### config.mk
export PLATFORM = sky130hd
export DESIGN_NAME = ctrl_pipe
export DESIGN_NICKNAME = d
export VERILOG_FILES = /design/src/rtl/ctrl_pipe.sv
export SDC_FILE = /design/constraint.sdc
export NUM_CORES = 1
export LEC_CHECK = 0
export ABC_CLOCK_PERIOD_IN_PS = 1700
export CAP_MARGIN = 0
export CELL_PAD_IN_SITES_DETAIL_PLACEMENT = 0
export CELL_PAD_IN_SITES_GLOBAL_PLACEMENT = 2
export CORE_MARGIN = 4
export CORE_UTILIZATION = 26
export CTS_BUF_LIST = sky130_fd_sc_hd__clkbuf_8
export CTS_CLUSTER_DIAMETER = 30
export DETAILED_ROUTE_END_ITERATION = 16
export GPL_TIMING_DRIVEN = 0
export PLACE_DENSITY = 0.8
export SLEW_MARGIN = 40
export SYNTH_ARGS = -nofsm -noshare
export SYNTH_HDL_FRONTEND = slang
export SYNTH_SLANG_ARGS = --single-unit
### constraint.sdc
create_clock -name i_clk -period 1.7 [get_ports i_clk]
set_input_delay 0.255 -clock i_clk [delete_from_list [all_inputs] [get_ports i_clk]]
set_output_delay 0.255 -clock i_clk [all_outputs]
set_load 0.03 [all_outputs]
### src/rtl/ctrl_pipe.sv
// ctrl_pipe: pipeline control-bundle carrier for a 5-stage datapath.
// Takes the WB/M/EX control bundle from the decoder at ID and moves it through the
// ID/EX, EX/MEM and MEM/WB control registers. Destination registers are tracked
// alongside. The block inserts load-use bubbles, squashes on flush, and keeps
// saturating stall and flush event counters.
module ctrl_pipe #(
   parameter int unsigned REG_W = 5,
   parameter int unsigned CNT_W = 16
) (
   input  logic             i_clk,
   input  logic             i_rst,
   // Decoder bundle: wb[1]=RegWrite wb[0]=MemtoReg
   input  logic [1:0]       i_wb_in,
   // m[2]=Branch m[1]=MemRead m[0]=MemWrite
   input  logic [2:0]       i_m_in,
   // ex[3]=RegDst ex[2:1]=ALUOp ex[0]=ALUSrc
   input  logic [3:0]       i_ex_in,
   input  logic [REG_W-1:0] i_id_rs,
   input  logic [REG_W-1:0] i_id_rt,
   input  logic [REG_W-1:0] i_id_rd,
   input  logic             i_flush,
   input  logic             i_mem_zero,
   output logic             o_stall,
   output logic             o_ex_regdst,
   output logic [1:0]       o_ex_aluop,
   output logic             o_ex_alusrc,
   output logic [REG_W-1:0] o_ex_rs,
   output logic [REG_W-1:0] o_ex_rt,
   output logic             o_mem_branch,
   output logic             o_mem_memread,
   output logic             o_mem_memwrite,
   output logic             o_mem_regwrite,
   output logic [REG_W-1:0] o_mem_dest,
   output logic             o_pc_src,
   output logic             o_wb_regwrite,
   output logic             o_wb_memtoreg,
   output logic [REG_W-1:0] o_wb_dest,
   output logic [CNT_W-1:0] o_stall_cnt,
   output logic [CNT_W-1:0] o_flush_cnt
);

   // ID/EX stage registers
   logic [1:0]       r_idex_wb;
   logic [2:0]       r_idex_m;
   logic [3:0]       r_idex_ex;
   logic [REG_W-1:0] r_idex_rs;
   logic [REG_W-1:0] r_idex_rt;
   logic [REG_W-1:0] r_idex_rd;

   // EX/MEM stage registers
   logic [1:0]       r_exmem_wb;
   logic [2:0]       r_exmem_m;
   logic [REG_W-1:0] r_exmem_dest;

   // MEM/WB stage registers
   logic [1:0]       r_memwb_wb;
   logic [REG_W-1:0] r_memwb_dest;

   // Performance counters
   logic [CNT_W-1:0] r_stall_cnt;
   logic [CNT_W-1:0] r_flush_cnt;

   logic             w_stall;
   logic             w_idex_bubble;
   logic             w_rt_nonzero;
   logic             w_rt_match;
   logic [REG_W-1:0] w_ex_dest;
   logic             w_stall_cnt_max;
   logic             w_flush_cnt_max;

   // Load-use hazard: a load in EX whose target is read by the instruction in ID.
   // Register 0 is hardwired, so a load targeting it never creates a dependency.
   assign w_rt_nonzero  = (r_idex_rt != '0);
   assign w_rt_match    = (r_idex_rt == i_id_rs) | (r_idex_rt == i_id_rt);
   assign w_stall       = r_idex_m[1] & w_rt_nonzero & w_rt_match;

   // Flush and stall both turn the ID/EX control fields into a bubble.
   assign w_idex_bubble = i_flush | w_stall;

   // Destination select in EX: rd for R-type (RegDst=1), rt otherwise.
   assign w_ex_dest     = r_idex_ex[3] ? r_idex_rd : r_idex_rt;

   assign w_stall_cnt_max = &r_stall_cnt;
   assign w_flush_cnt_max = &r_flush_cnt;

   // ID/EX control fields: capture the decoder bundle, or zero it for a bubble/squash.
   always_ff @(posedge i_clk) begin
      if (i_rst) begin
         r_idex_wb <= 2'b00;
         r_idex_m  <= 3'b000;
         r_idex_ex <= 4'b0000;
      end else if (w_idex_bubble) begin
         r_idex_wb <= 2'b00;
         r_idex_m  <= 3'b000;
         r_idex_ex <= 4'b0000;
      end else begin
         r_idex_wb <= i_wb_in;
         r_idex_m  <= i_m_in;
         r_idex_ex <= i_ex_in;
      end
   end

   // ID/EX register specifiers: loaded every cycle, even on bubble or squash.
   always_ff @(posedge i_clk) begin
      if (i_rst) begin
         r_idex_rs <= '0;
         r_idex_rt <= '0;
         r_idex_rd <= '0;
      end else begin
         r_idex_rs <= i_id_rs;
         r_idex_rt <= i_id_rt;
         r_idex_rd <= i_id_rd;
      end
   end

   // EX/MEM control fields: advance from ID/EX, zeroed on flush.
   always_ff @(posedge i_clk) begin
      if (i_rst) begin
         r_exmem_wb <= 2'b00;
         r_exmem_m  <= 3'b000;
      end else if (i_flush) begin
         r_exmem_wb <= 2'b00;
         r_exmem_m  <= 3'b000;
      end else begin
         r_exmem_wb <= r_idex_wb;
         r_exmem_m  <= r_idex_m;
      end
   end

   // EX/MEM destination register: always advances.
   always_ff @(posedge i_clk) begin
      if (i_rst) begin
         r_exmem_dest <= '0;
      end else begin
         r_exmem_dest <= w_ex_dest;
      end
   end

   // MEM/WB stage: advances unconditionally. Flush does not reach WB.
   always_ff @(posedge i_clk) begin
      if (i_rst) begin
         r_memwb_wb   <= 2'b00;
         r_memwb_dest <= '0;
      end else begin
         r_memwb_wb   <= r_exmem_wb;
         r_memwb_dest <= r_exmem_dest;
      end
   end

   // Stall event counter: counts cycles with stall asserted and sticks at all-ones.
   always_ff @(posedge i_clk) begin
      if (i_rst) begin
         r_stall_cnt <= '0;
      end else if (w_stall && !w_stall_cnt_max) begin
         r_stall_cnt <= r_stall_cnt + CNT_W'(1);
      end
   end

   // Flush event counter: counts cycles with flush asserted and sticks at all-ones.
   always_ff @(posedge i_clk) begin
      if (i_rst) begin
         r_flush_cnt <= '0;
      end else if (i_flush && !w_flush_cnt_max) begin
         r_flush_cnt <= r_flush_cnt + CNT_W'(1);
      end
   end

   // Output mapping. Only stall and pc_src are combinational.
   assign o_stall        = w_stall;
   assign o_ex_regdst    = r_idex_ex[3];
   assign o_ex_aluop     = r_idex_ex[2:1];
   assign o_ex_alusrc    = r_idex_ex[0];
   assign o_ex_rs        = r_idex_rs;
   assign o_ex_rt        = r_idex_rt;
   assign o_mem_branch   = r_exmem_m[2];
   assign o_mem_memread  = r_exmem_m[1];
   assign o_mem_memwrite = r_exmem_m[0];
   assign o_mem_regwrite = r_exmem_wb[1];
   assign o_mem_dest     = r_exmem_dest;
   assign o_pc_src       = r_exmem_m[2] & i_mem_zero;
   assign o_wb_regwrite  = r_memwb_wb[1];
   assign o_wb_memtoreg  = r_memwb_wb[0];
   assign o_wb_dest      = r_memwb_dest;
   assign o_stall_cnt    = r_stall_cnt;
   assign o_flush_cnt    = r_flush_cnt;

endmodule

# Yosys cells after proc, flatten, opt, wreduce, memory -nomap -nowiden
# Index checks and enable logic that the tools add are counted.
# classes
n_addsub	2
multipliers	0
eq_ne	2
n_lt_le_gt_ge	0
n_div	0
muxes	1
shift	0
bitwise	5
n_reduce_logical	9
# op_table
cell	count
adder 16 x 1 -> 16 bit (second input constant)	2
AND reduction 16 bit	2
equality test 5 bit	2
two-way mux 5 bit	1
nonzero test 5 bit	1
OR reduction 2 bit	2
bitwise AND 1 bit	3
logical AND 1 bit	2
zero test 1 bit	2
OR 1 bit	2
# word_totals
inputBits	28
mem_count	0
out_inout_bits	64
latchBits	0
regBits	73
romBits	0
ramBits	0
word_cells	32

# Depth between registers and ports, before layout
# logic_depth
ltp_word	5
mapped_depth	7
mapped_depth_nobuf	6

# Worst setup path after synthesis
# Ideal clock, no wire load.
# synth_path
path_kind	reg-to-reg
from	register r_stall_cnt[0] (netlist: o_stall_cnt[0])
to	register r_stall_cnt[5] (netlist: o_stall_cnt[5])
n_path_buf	1
t_arrival_ns	1.868
path_stages_with_launch	8
slack_ns	-0.289
cell_sequence	dfxtp_1 > ha_1 > and3_1 > nand4_1 > nand2_4 > buf_8 > nor4_2 > mux2_4
# synth_via
elab_chain_cells	3
elab_cells_between_ends	4
# synth_lines
item	line_no	text
start: declaration	60	logic [CNT_W-1:0] r_stall_cnt;
start signal: assignment	155	r_stall_cnt <= r_stall_cnt + CNT_W'(1);
parallel branches: the longest is 3 deep, another holds adder 16 x 1 -> 16 bit	-	
# Parallel ways; which one is timed is not known.
# A chain may end at the register's enable or synchronous reset.

# Final worst setup path
# layout_path
from	register r_idex_rt[1] (netlist: o_ex_rt[1])
to	register r_stall_cnt[5] (netlist: o_stall_cnt[5])
# layout_via
elab_chain_cells	4
elab_cells_between_ends	7
# layout_lines
item	line_no	text
start: declaration	47	logic [REG_W-1:0] r_idex_rt;
start signal: assignment	111	r_idex_rt <= i_id_rt;
equality test 5 bit / nonzero test 5 bit (equally long branches)	74, 73	
OR 1 bit / bitwise AND 1 bit (equally long branches)	74, 75	
bitwise AND 1 bit (*)	75	assign w_stall = r_idex_m[1] & w_rt_nonzero & w_rt_match;
logical AND 1 bit (*)	154	end else if (w_stall && !w_stall_cnt_max) begin
# Every way passes the cells marked *; elsewhere a longest branch is shown, timed or not.

==> results.json <==
{
  "outcome": "finished with violations",
  "violations": "setup timing",
  "viasPerCell": 4.690,
  "io_pins": 92,
  "setup_viol": 29,
  "start_util_pct": 26.84,
  "numCtsBuffers": 9,
  "gp_congestion": 0.8299,
  "tightest_slew_ps": 745.4,
  "start_kind": "flip-flop",
  "route.detailed.drc": 0,
  "layout.nets": 458,
  "cts.path.max_buffers": 2,
  "cp_max_fo": 5,
  "synth.distinct_cells": 40,
  "die_w_um": 114.5,
  "tritoncts": "done",
  "hold_viol_final": 0,
  "cap_viol_max_count": 0,
  "drt-total-wl_um": 8679,
  "critPathKind": "flip-flop to flip-flop",
  "h-tree-depth": 3,
  "core_um2": 10980,
  "r2r_start": "o_ex_rt[1]",
  "dp_hpwl_um": 5879,
  "worstPathArrival_ps": 2110,
  "tns_ps": -1816,
  "root_buffer": "clkbuf_8",
  "critical_path_required_ps": 1920,
  "min_from": "i_id_rt[1]",
  "synthToLayoutAreaGrowth_pct": 63.62,
  "drtPass1Iterations": 4,
  "drt.antenna.violating_nets": 0,
  "drive_above_1_share_pct": 28.64,
  "syn_inst": 303,
  "insertion_delay_ps": 340,
  "path_clk_slew_ps": 80,
  "dr_total_vias": 2692,
  "drtIter0Drc": 76,
  "synthesis.area_um2": 2948,
  "grtUsageTotal_pct": 13.18,
  "end_kind": "flip-flop",
  "p_per_area_nw_per_um2": 744.6,
  "cts.sinks": 73,
  "finalCritPeriodShare_pct": 111.0,
  "fin_ws_ps": -186.6,
  "fmax_ghz": 0.5300,
  "finalCriticalPeriod_ps": 1887,
  "yosysSeqAreaShare_pct": 49.58,
  "yosysWarnings": 0,
  "dieArea_um2": 13110,
  "report.power.total_mw": 3.591,
  "grt.overflow.total": 0,
  "grt_pass1_vias": 2714,
  "synth_fp_nets": 333,
  "grt_pass1_wl_um": 13630,
  "avgRoutedWirePerCell_um": 15.12,
  "antenna_found_initial": 1,
  "grt_max_degree": 15,
  "syn_avg_cell_area_um2": 9.729,
  "ctsHoldBuffers": 0,
  "ys_ff_latch": 73,
  "portBuffers": 90,
  "p_leak_nw": 2.092,
  "fill_cells": 1073,
  "hp-class": "input pin to flip-flop",
  "slew_viol_final": 0,
  "rsz0062_at_grt": "yes",
  "vdd_drop_max_mv": 0.3893,
  "fin_skew_ps": 15.97,
  "rows": 38,
  "startpoint": "o_ex_rt[1]",
  "maxSlewHeadroom_pct": 50.31,
  "die_h_um": 114.5
}
routing by layer:
metal,wire [µm],up-vias,global-route usage (%)
met5,0,-,0
met4,159,0,5.542
met3,540,15,3.805
met2,4063,73,20.92
met1,3915,1279,16.67
li1,-,1325,-
area by class of cell:
| class | count | area, µm² | area share, % |
|---|---|---|---|
| repair buffers | 115 | 1144 | 23.71 |
| clock buffers | 9 | 123.9 | 2.568 |
| multi-input cells | 215 | 1678 | 34.79 |
| well taps | 140 | 175.2 | 3.632 |
| flip-flops and latches | 73 | 1525 | 31.62 |
| plain buffers | 13 | 93.84 | 1.946 |
| inverters | 1 | 3.754 | 0.07782 |
| diodes | 1 | 2.502 | 0.05188 |
| clock inverters | 7 | 77.57 | 1.608 |
kinds of logic (layout without fill, tap and decap cells):
kind of cell             count (synthesis)  in the layout  share of synthesized area (%)
AND/OR/NAND/NOR                        145            145                          29.46
flip-flops                              73             73                          49.58
AO/OA/AOI/OAI                           40             40                          8.447
XOR/XNOR                                20             20                          5.942
buffers and inverters                   15            145                          2.631
multiplexers                             8              8                          3.099
adder cells (fa/ha/maj)                  2              2                         0.8488
other                                    0              1                              0
cell usage in the layout, fill, tap and decap left out, types with 4 or more instances in the layout:
master            n
clkdlybuf4s50_1  50
dfxtp_1          48
nor2b_1          26
nor2_1           21
dlygate4sd2_1    20
buf_4            20
dlymetal6s2s_1   18
and2_1           17
nand4_1          14
xor2_1           13
dfxtp_4          13
dfxtp_2          12
nand3_1          11
clkbuf_8         10
a21oi_1          10
clkbuf_1          7
a21oi_2           7
buf_6             7
xor2_2            6
and4_1            6
nand2_1           6
o21ai_0           6
and3_1            6
or3_1             5
mux2i_1           5
nor3_2            4
or4_1             4
worst max-delay path, stage by stage (launching register included):
cell and delay, ps:
dfxtp_4 370, or4_4 570, o21a_4 260, nand2_4 90, buf_8 130, nor4_4 50
mux2_4 290
path summary, 6_finish.rpt:
kind	end	slack [ps]	cells after the start
max	o_stall_cnt[5]	-190	6
min	o_ex_rt[1]	210	2
max reg2reg	o_stall_cnt[5]	-190	6
min reg2reg	r_exmem_wb[1]	420	1
registers in the layout, indices dropped and copies added (netlist names), 4 cells and up:
name         cells
o_flush_cnt     16
o_ex_rs          5
o_wb_dest        5
o_mem_dest       5
r_idex_ex        4
o_stall_cnt     16
o_ex_rt          5
r_idex_rd        5
where the power goes:
group | switching (mW) | internal (mW)
sequential | 0.0300 | 1.74
clock | 0.704 | 0.695
combinational | 0.218 | 0.205
total | 0.951 | 2.64
synth_stat cells (all sizes together):
| cell | number | area, µm² |
|---|---|---|
| a21oi | 17 | 85.08 |
| or3b | 1 | 8.760 |
| nor2b | 26 | 162.7 |
| o31ai | 5 | 37.54 |
| inv | 1 | 3.750 |
| nand3 | 16 | 80.08 |
| mux2 | 3 | 41.29 |
| a22oi | 1 | 12.51 |
| buf | 6 | 43.79 |
| o21a | 3 | 30.02 |
| xor2 | 19 | 166.4 |
| xnor2 | 1 | 8.760 |
| o21ai | 10 | 50.05 |
| nand2 | 8 | 37.54 |
| or4 | 7 | 56.30 |
| nand4 | 14 | 87.58 |
| a31oi | 1 | 6.260 |
| dfxtp | 73 | 1461 |
| and2 | 18 | 112.6 |
| and3 | 8 | 50.05 |
| nor4 | 3 | 31.28 |
| nor3 | 5 | 40.04 |
| ha | 2 | 25.02 |
| or3 | 8 | 50.05 |
| nand4b | 1 | 8.760 |
| mux2i | 5 | 50.05 |
| and4 | 6 | 52.55 |
| clkbuf | 8 | 30.03 |
| a311oi | 2 | 17.52 |
| nor2 | 24 | 90.09 |
| o21ba | 1 | 10.01 |
through the flow:
step                      util [%]  cells  area, µm²  hold slack [ps]  setup WS, ps
after floorplan                  -    303       3052            376.7        -112.3
after global placement       37.58    533       4128            410.0        -991.3
after detailed placement     37.58    533       4128            411.3         -1002
after CTS                    41.05    563       4508            397.3        -220.2
after global routing         43.92    574       4823            194.2        -275.2
final                        43.92    574       4823            210.1        -186.6
repair_timing:
action	in CTS	in global routing
endpoints found under the hold margin	0	0
buffers inserted	13	10
gates resized for setup	50	64
cloned	1	1
endpoints found under the setup margin	56	51
pin swaps	19	47
Note: power is estimated with default switching activity, not from simulation.
